[src/rtl/gcd_pkg.sv]
// ============================================================================
// Module  : gcd_pkg
// Purpose : Shared state encoding and datapath select constants for the GCD
//           controller and its helpers.
// Revision: 1.0 - initial release
// ============================================================================
`default_nettype none

package gcd_pkg;

    localparam int DEFAULT_WIDTH = 16;

    // Datapath x/y operand selects
    localparam logic SEL_A = 1'b0;
    localparam logic SEL_B = 1'b1;

    // Datapath register input bus select
    localparam logic BUS_SUB = 1'b0;
    localparam logic BUS_IN  = 1'b1;

    typedef enum logic [2:0] {
        IDLE   = 3'd0,
        LOAD_B = 3'd1,
        ZCHK   = 3'd2,
        ITER   = 3'd3,
        DONE   = 3'd4
    } state_t;

endpackage : gcd_pkg

`default_nettype wire

[src/rtl/gcd_iter_counter.sv]
// ============================================================================
// Module  : gcd_iter_counter
// Purpose : Saturating subtraction-cycle counter with clear and limit compare.
// Revision: 1.0 - initial release
// ============================================================================
`default_nettype none

module gcd_iter_counter #(
    parameter int CNT_W    = 16,
    parameter int MAX_ITER = 65535
) (
    input  logic             clk,
    input  logic             rst_n,
    input  logic             clear,
    input  logic             inc,
    output logic [CNT_W-1:0] count,
    output logic             at_limit
);

    localparam logic [CNT_W-1:0] C_SAT   = '1;
    localparam logic [CNT_W-1:0] C_LIMIT = CNT_W'(MAX_ITER);

    logic [CNT_W-1:0] r_count;

    always_ff @(posedge clk or negedge rst_n) begin
        if (!rst_n) begin
            r_count <= '0;
        end else if (clear) begin
            r_count <= '0;
        end else if (inc && (r_count != C_SAT)) begin
            r_count <= r_count + CNT_W'(1);
        end
    end

    assign count    = r_count;
    assign at_limit = (r_count == C_LIMIT);

endmodule : gcd_iter_counter

`default_nettype wire

[src/rtl/gcd_controller.sv]
// ============================================================================
// Module  : gcd_controller
// Purpose : Control FSM for the subtract-based GCD datapath: operand intake,
//           iteration sequencing, timeout and result handshake.
// Revision: 1.0 - initial release
// ============================================================================
`default_nettype none

module gcd_controller
    import gcd_pkg::*;
#(
    parameter int WIDTH    = DEFAULT_WIDTH,
    parameter int MAX_ITER = 65535,
    parameter int CNT_W    = 16
) (
    input  logic             clk,
    input  logic             rst_n,
    input  logic             op_valid,
    output logic             op_ready,
    input  logic [WIDTH-1:0] op_data,
    output logic [WIDTH-1:0] data_in,
    output logic             ldA,
    output logic             ldB,
    output logic             sel1,
    output logic             sel2,
    output logic             sel_in,
    input  logic             lt,
    input  logic             gt,
    input  logic             eq,
    input  logic [WIDTH-1:0] Aout,
    input  logic [WIDTH-1:0] Bout,
    output logic             res_valid,
    input  logic             res_ready,
    output logic [WIDTH-1:0] result,
    output logic [CNT_W-1:0] iter_count,
    output logic             err_zero,
    output logic             err_timeout,
    output logic             busy
);

    state_t           r_state;
    state_t           w_next_state;
    logic [WIDTH-1:0] r_result;
    logic             r_err_zero;
    logic             r_err_timeout;

    logic             w_ld_a;
    logic             w_ld_b;
    logic             w_sel1;
    logic             w_sel2;
    logic             w_cnt_clear;
    logic             w_cnt_inc;
    logic             w_at_limit;
    logic             w_a_zero;
    logic             w_b_zero;

    assign w_a_zero = (Aout == '0);
    assign w_b_zero = (Bout == '0);

    gcd_iter_counter #(
        .CNT_W    (CNT_W),
        .MAX_ITER (MAX_ITER)
    ) u_iter_counter (
        .clk      (clk),
        .rst_n    (rst_n),
        .clear    (w_cnt_clear),
        .inc      (w_cnt_inc),
        .count    (iter_count),
        .at_limit (w_at_limit)
    );

    always_ff @(posedge clk or negedge rst_n) begin
        if (!rst_n) begin
            r_state <= IDLE;
        end else begin
            r_state <= w_next_state;
        end
    end

    // Flag priority in ITER is eq > timeout > gt > lt.
    always_comb begin
        w_next_state = r_state;
        w_ld_a       = 1'b0;
        w_ld_b       = 1'b0;
        w_sel1       = SEL_A;
        w_sel2       = SEL_A;
        w_cnt_clear  = 1'b0;
        w_cnt_inc    = 1'b0;
        case (r_state)
            IDLE: begin
                if (op_valid) begin
                    w_ld_a       = 1'b1;
                    w_cnt_clear  = 1'b1;
                    w_next_state = LOAD_B;
                end
            end
            LOAD_B: begin
                if (op_valid) begin
                    w_ld_b       = 1'b1;
                    w_next_state = ZCHK;
                end
            end
            ZCHK: begin
                w_next_state = (w_a_zero || w_b_zero) ? DONE : ITER;
            end
            ITER: begin
                if (eq || w_at_limit) begin
                    w_next_state = DONE;
                end else if (gt) begin
                    w_sel1    = SEL_A;
                    w_sel2    = SEL_B;
                    w_ld_a    = 1'b1;
                    w_cnt_inc = 1'b1;
                end else if (lt) begin
                    w_sel1    = SEL_B;
                    w_sel2    = SEL_A;
                    w_ld_b    = 1'b1;
                    w_cnt_inc = 1'b1;
                end
            end
            DONE: begin
                if (res_ready) begin
                    w_next_state = IDLE;
                end
            end
            default: begin
                w_next_state = IDLE;
            end
        endcase
    end

    always_ff @(posedge clk or negedge rst_n) begin
        if (!rst_n) begin
            r_result      <= '0;
            r_err_zero    <= 1'b0;
            r_err_timeout <= 1'b0;
        end else begin
            case (r_state)
                IDLE: begin
                    if (op_valid) begin
                        r_err_zero    <= 1'b0;
                        r_err_timeout <= 1'b0;
                    end
                end
                ZCHK: begin
                    if (w_a_zero && w_b_zero) begin
                        r_result   <= '0;
                        r_err_zero <= 1'b1;
                    end else if (w_a_zero) begin
                        r_result <= Bout;
                    end else if (w_b_zero) begin
                        r_result <= Aout;
                    end
                end
                ITER: begin
                    if (eq) begin
                        r_result <= Aout;
                    end else if (w_at_limit) begin
                        r_result      <= '0;
                        r_err_timeout <= 1'b1;
                    end
                end
                default: begin
                end
            endcase
        end
    end

    assign data_in     = op_data;
    assign ldA         = w_ld_a;
    assign ldB         = w_ld_b;
    assign sel1        = w_sel1;
    assign sel2        = w_sel2;
    assign sel_in      = (r_state == ITER) ? BUS_SUB : BUS_IN;
    assign op_ready    = (r_state == IDLE) || (r_state == LOAD_B);
    assign res_valid   = (r_state == DONE);
    assign busy        = (r_state != IDLE);
    assign result      = r_result;
    assign err_zero    = r_err_zero;
    assign err_timeout = r_err_timeout;

endmodule : gcd_controller

`default_nettype wire

[config.mk]
export PLATFORM = sky130hd
export DESIGN_NAME = gcd_controller
export DESIGN_NICKNAME = d
export VERILOG_FILES = /design/src/rtl/gcd_pkg.sv /design/src/rtl/gcd_iter_counter.sv /design/src/rtl/gcd_controller.sv
export SDC_FILE = /design/constraint.sdc
export NUM_CORES = 1
export LEC_CHECK = 0
export ABC_AREA = 1
export ABC_CLOCK_PERIOD_IN_PS = 3000
export BUFFER_PORTS_ARGS = -buffer_cell sky130_fd_sc_hd__buf_2
export CAP_MARGIN = 20
export CORE_UTILIZATION = 40
export DETAILED_ROUTE_END_ITERATION = 16
export PLACE_DENSITY = 0.69
export SLEW_MARGIN = 20
export SYNTH_ARGS = -nofsm -noshare
export SYNTH_HDL_FRONTEND = slang
export SYNTH_SLANG_ARGS = --single-unit
[constraint.sdc]
create_clock -name clk -period 3 [get_ports clk]
set_input_delay 0.3 -clock clk [delete_from_list [all_inputs] [get_ports clk]]
set_output_delay 0.3 -clock clk [all_outputs]
set_load 0.01 [all_outputs]
==> results of run 1 <==
## cells in the final DEF (no fill, tap or decap), drive strengths merged
cell,Yosys,final
buf,22,86
nor3,3,3
inv,38,38
nand2,184,184
o21ai,9,9
clkbuf,6,5
nand4,4,4
xnor2,1,1
nor3b,1,1
dfrtp,37,37
ha,1,1
o31ai,1,1
nor2,58,58
clkinvlp,0,1
a21oi,1,1
xor2,10,10
clkinv,0,2
a31oi,1,1
nand3,44,44
## final cells by class
cell class	instances	area share [%]
clock buffer	5	2.22
clock inverter	3	0.565
inverter	38	4.60
multi-input combinational	318	45.3
sequential	37	29.9
tap	77	3.11
timing repair buffer	86	14.4
## power groups by stage
stage	logic (W)	clock network, W	registers [W]
global placement	0.000990	0	0.000831
finish	0.000993	0.000339	0.000833
floorplan	0.000595	0	0.000889
detailed placement	0.00100	0	0.000840
global route	0.00113	0.000379	0.000860
CTS	0.00100	0.000356	0.000832
## cell families (layout without fill, tap and decap cells)
logic type               after synthesis  in the layout  synth area share (%)
buffers and inverters                 66            132                  12.1
XOR/XNOR                              11             11                  3.64
AND/OR/NAND/NOR                      294            294                  46.0
AO/OA/AOI/OAI                         12             12                  2.83
flip-flops                            37             37                  34.9
adder cells (fa/ha/maj)                1              1                 0.472
## metal layers
metal  up-vias  GRT usage (%)
li1       1401              -
met5         -              0
met2        87           33.6
met1      1184           24.9
met3         8           4.77
met4         0           7.21
## critical path, cell delays in order, from the launching register on
cell     delay [ps]
dfrtp_1         430
ha_1            280
nand2_1          90
nor2_2          130
nand2_2         110
nor2_1          180
nor2_2           80
nand2_2         210
nand2_1         350
nand2_1         170
nand2_1          60
## metrics by stage
stage                     instances  cell area [µm²]
after floorplan                 421             2650
after global placement          556             3010
after detailed placement        556             3010
after CTS                       564             3100
after global routing            564             3100
final                           564             3100
## registers in the layout (all words and copies together) (netlist names)
signal / flops
u_iter_counter.count: 16
err_zero: 1
result: 16
r_state: 3
err_timeout: 1
## how the worst max path moves through the flow
stage                            startpoint                        to  slack, ps  cells past startpoint
floorplan           u_iter_counter.count[0]                result[10]       1260                      9
global placement    u_iter_counter.count[0]  u_iter_counter.count[14]        940                     10
detailed placement  u_iter_counter.count[0]   u_iter_counter.count[0]        800                      9
CTS                 u_iter_counter.count[0]                       ldB        790                      9
global route        u_iter_counter.count[0]  u_iter_counter.count[14]        540                     10
finish              u_iter_counter.count[0]  u_iter_counter.count[11]        790                     10
==> impl_metrics.ini, run 1 <==
[status]
status = finished, final reports clean

[sta]
relSlewSlack_pct = 44.7
finalSetupViolCount = 0
finClkSkew_ps = 6.70
final.setup.worst_slack_ps = 785
hold_ws_ps = 106
hold_viol = 0
tns_ps = 0
post-route-period-util_pct = 73.8
period_minus_slack_ps = 2210
final_max_slew_viol_count = 0
tightest_slew_ps = 830
grt_setup_unrepaired = false
max_freq_mhz = 452

[critical_path]
worstSetupPathType = reg2reg
r2r_start = u_iter_counter.count[0]
cp.required_ps = 3170
rrSetupSlack_ps = 790
worst_setup_path_start_kind = flop
path_max_fanout = 14
rr_worst_depth = 10
endpoint_kind = flop
arrival_ps = 2390
r2r_end = u_iter_counter.count[11]

[finish]
drive_gt1_share_pct = 22.2
area_growth_pct = 16.9
multi_input_area_mm2 = 0.00140
fillers = 687
ff_latch_area_um2 = 926
finish.utilization_pct = 48.5
fin_nets = 542
antennaDiodeCount = 0

[drt]
wl_met3_um = 422
ant_nets = 0
wl_met1_mm = 2.91
drtPass1Iterations = 4
top_layer = met4
wl_mm = 6.42
drt_drc_violations_left = 0
wire_per_inst_um = 11.4
avgViaCountPerCell = 4.75
wl_met2_mm = 2.99
num_vias = 2680
drtIter0Drc = 104

[grt]
grt_pass1_wl_mm = 11.4
grt_pass1_vias = 2582
grt_max_degree = 38
grtUsageTotal_pct = 20.0
gr-total-overflow = 0
antenna_found_initial = 0

[synth]
avgSynthCellArea_um2 = 6.29
synth-async-reset-ratio_pct = 100
synth_edf_count = 0
syn_nets = 477
synth_common_cells = 180 x nand2_1, 51 x nor2_1, 43 x nand3_1, 37 x dfrtp_1, 37 x inv_1
ys_ff_latch = 37
synth_most_common_cell = nand2_1
syn-instance-count = 421
synth.area.top_cells = dfrtp_1 35%, nand2_1 25%, nand3_1 8.1%
yosys_most_used_dff = dfrtp_1
synth_top_area_share_pct = 34.9
ys_seq_area_share_pct = 34.9
syn_area_mm2 = 0.00265
synth_area_leader_cell = dfrtp_1
ys_types = 26
yosys_warnings = 0

[power]
static-leakage-power_nw = 1.80
intPower_w = 0.00121
p_sw_share_pct = 44.2
power_w = 0.00216
p_comb_share_pct = 45.9
pwr-share-clk_pct = 15.7
ir_drop_mv = 0.301
power.density_mw_per_mm2 = 698
switchingPower_w = 0.000956
seq_power_share_pct = 38.5

[die]
die-height_um = 83.4
num_rows = 29
die_area_mm2 = 0.00695
core_mm2 = 0.00639
initial_core_util_pct = 41.5
die_w_um = 83.4
pin_count = 113

[placement]
dpl_worst_slack_ps = 802
dpl.hpwl_mm = 4.91
place_congestion = 0.836
io_buffers = 80

[clock_tree]
clock_path_buffers = 2
cts_sinks = 37
cts_tree = built
cts-buffers-inserted = 5
htree_levels = 2
post_cts_buffers = 0
clockRootBuffer = clkbuf_8
path_clk_slew_ps = 80
clock_latency_ps = 290
cts_hold_buf = 0
cts.repair.resized = 0

[min_path]
hp-class = in2async

[job]
drv_cap = 0
No activity file was read; power rests on OpenSTA's default activity.
==> run 2: changes to the inputs <==
Settings changed: ABC_AREA 1 to 0, ABC_CLOCK_PERIOD_IN_PS 3000 to 1800, PLACE_DENSITY 0.69 to 0.75.
Clock period 3 ns to 1.8 ns, I/O delays scaled along.
==> impl_metrics.ini, run 2 <==
[finish]
antennaDiodeCount = 0
postLayoutCellArea_mm2 = 0.00319
layout_commonest_cell = buf_2
fin_nets = 380
drive_gt1_share_pct = 54.2
area_growth_pct = 45.6
finish.utilization_pct = 61.3
fillers = 438
layout_common_cells = 79 x buf_2, 43 x buf_4, 36 x dfrtp_1

[critical_path]
cp.required_ps = 1620
r2r_start = u_iter_counter.count[1]
arrival_ps = 1940
rrSetupSlack_ps = -190
r2r_end = result[1]
path_max_fanout = 2
worstSetupPathType = reg2out
endpoint_kind = output port
rr_worst_depth = 8
worst_setup_path_start_kind = flop

[status]
status = finished, violations left
failed_checks = negative setup slack

[clock_tree]
cts_sinks = 37
htree_levels = 2
clock_latency_ps = 300
clockRootBuffer = clkbuf_8
path_clk_slew_ps = 70
cts-buffers-inserted = 5
cts_tree = built
clock_path_buffers = 2

[sta]
final_max_slew_viol_count = 0
max_freq_mhz = 471
period_minus_slack_ps = 2120
tightest_slew_ps = 499
finalSetupViolCount = 29
final.setup.worst_slack_ps = -322
hold_ws_ps = 149
grt_setup_unrepaired = true
tns_ps = -4290
finClkSkew_ps = 3.52
hold_viol = 0
post-route-period-util_pct = 118
relSlewSlack_pct = 66.7

[min_path]
hp-class = in2reg
whs_endpoint = r_state[2]
min_from = res_ready
hold_path_depth = 3

[synth]
synth-async-reset-ratio_pct = 100
avgSynthCellArea_um2 = 10.2
ys_types = 46
ys_seq_area_share_pct = 42.2
synth_area_leader_cell = dfrtp_1
syn_area_mm2 = 0.00219
yosys_warnings = 0
synth_edf_count = 0
ys_ff_latch = 37
synth.area.top_cells = dfrtp_1 42%, a22o_1 6.4%, buf_4 5.8%
syn_nets = 270
yosys_most_used_dff = dfrtp_1
synth_top_area_share_pct = 42.2
syn-instance-count = 214
synth_common_cells = 37 x dfrtp_1, 17 x buf_4, 17 x nor2_1, 16 x a22o_1, 16 x nand2_1
synth_most_common_cell = dfrtp_1

[power]
pwr-share-clk_pct = 21.4
seq_power_share_pct = 33.2
ir_drop_mv = 0.601
static-leakage-power_nw = 1.58
intPower_w = 0.00234
p_sw_share_pct = 34.5
power.density_mw_per_mm2 = 1120
p_comb_share_pct = 45.5
power_w = 0.00357
switchingPower_w = 0.00123

[placement]
io_buffers = 80
place_congestion = 0.831
dpl_cell_area_mm2 = 0.00285
dpl.hpwl_mm = 4.36

[die]
die-height_um = 76.0
initial_core_util_pct = 42.1
core_mm2 = 0.00520
pin_count = 113
num_rows = 26
die_area_mm2 = 0.00578
die_w_um = 76.0

[drt]
num_vias = 2039
drtPass1Iterations = 4
drt_drc_violations_left = 0
drtIter0Drc = 97
wl_mm = 6.16
avgViaCountPerCell = 5.16
ant_nets = 0
wire_per_inst_um = 15.6

[job]
drv_cap = 0

[grt]
antenna_found_initial = 0
grt_pass1_vias = 1965
grtUsageTotal_pct = 20.9
grt_max_degree = 22
grt_pass1_wl_mm = 9.43
gr-total-overflow = 0
## run 2: layout make-up
class	count	area [µm²]	share of cell area, %
well taps	70	87.6	2.74
inverters	6	22.5	0.706
flip-flops and latches	37	927	29.0
clock buffers	6	82.6	2.59
repair buffers	130	825	25.8
clock inverters	2	37.5	1.18
multi-input cells	144	1210	37.9
## run 2: what timing repair did
| item | 4_1_cts | 5_1_grt |
|---|---|---|
| gates resized for setup | 22 | 8 |
| pin swaps | 10 | 11 |
| endpoints found under the hold margin | 19 | 0 |
| buffers inserted | 3 | 4 |
| cloned | 0 | 0 |
| hold buffers | 1 | 0 |
| endpoints found under the setup margin | 24 | 32 |
## run 2: logic make-up after synthesis
group           after synthesis  share of synthesized area, %
compound gates               29                          10.4
xor+xnor                     12                          4.79
fa+ha+maj                     1                         0.571
buf+inv                      33                          9.47
flops                        37                          42.2
mux                          18                          10.4
simple gates                 84                          22.1
## run 2: through the flow
| stage | worst slack [ps] | cells |
|---|---|---|
| floorplan | -184 | 214 |
| global placement | -92.3 | 379 |
| detailed placement | -133 | 379 |
| CTS | -312 | 391 |
| global route | -367 | 395 |
| finish | -322 | 395 |
## run 2: worst max-delay path by stage
stage	slack, ps	depth (start not counted)	endpoint	startpoint
final	-320	7	ldB	u_iter_counter.count[0]
after global routing	-370	7	ldB	u_iter_counter.count[0]
after CTS	-310	7	ldB	u_iter_counter.count[0]
after detailed placement	-130	7	ldB	u_iter_counter.count[0]
after global placement	-90	7	ldB	u_iter_counter.count[0]
after floorplan	-180	7	result[10]	u_iter_counter.count[1]
## run 2: power groups by stage
stage | Clock, W | Combinational (W) | Sequential (W)
finish | 0.000764 | 0.00163 | 0.00119
global route | 0.000824 | 0.00175 | 0.00121
CTS | 0.000782 | 0.00159 | 0.00119
detailed placement | 0 | 0.00152 | 0.00119
global placement | 0 | 0.00150 | 0.00119
floorplan | 0 | 0.000859 | 0.00130
## run 2: critical path: stages, from the launching register on
cell	delay, ps
dfrtp_2	430
ha_4	170
and3_4	170
and4_4	140
or2_4	240
nor3b_4	200
o211a_1	170
buf_2	130
## run 2: metal layers
layer / global-route usage, % / up-vias / part of all wire, %
li1: - / 978 / -
met1: 28.1 / 984 / 44
met2: 31.4 / 59 / 49
met3: 5.39 / 18 / 4.6
met4: 10.4 / 0 / 2.7
met5: 0 / - / 0
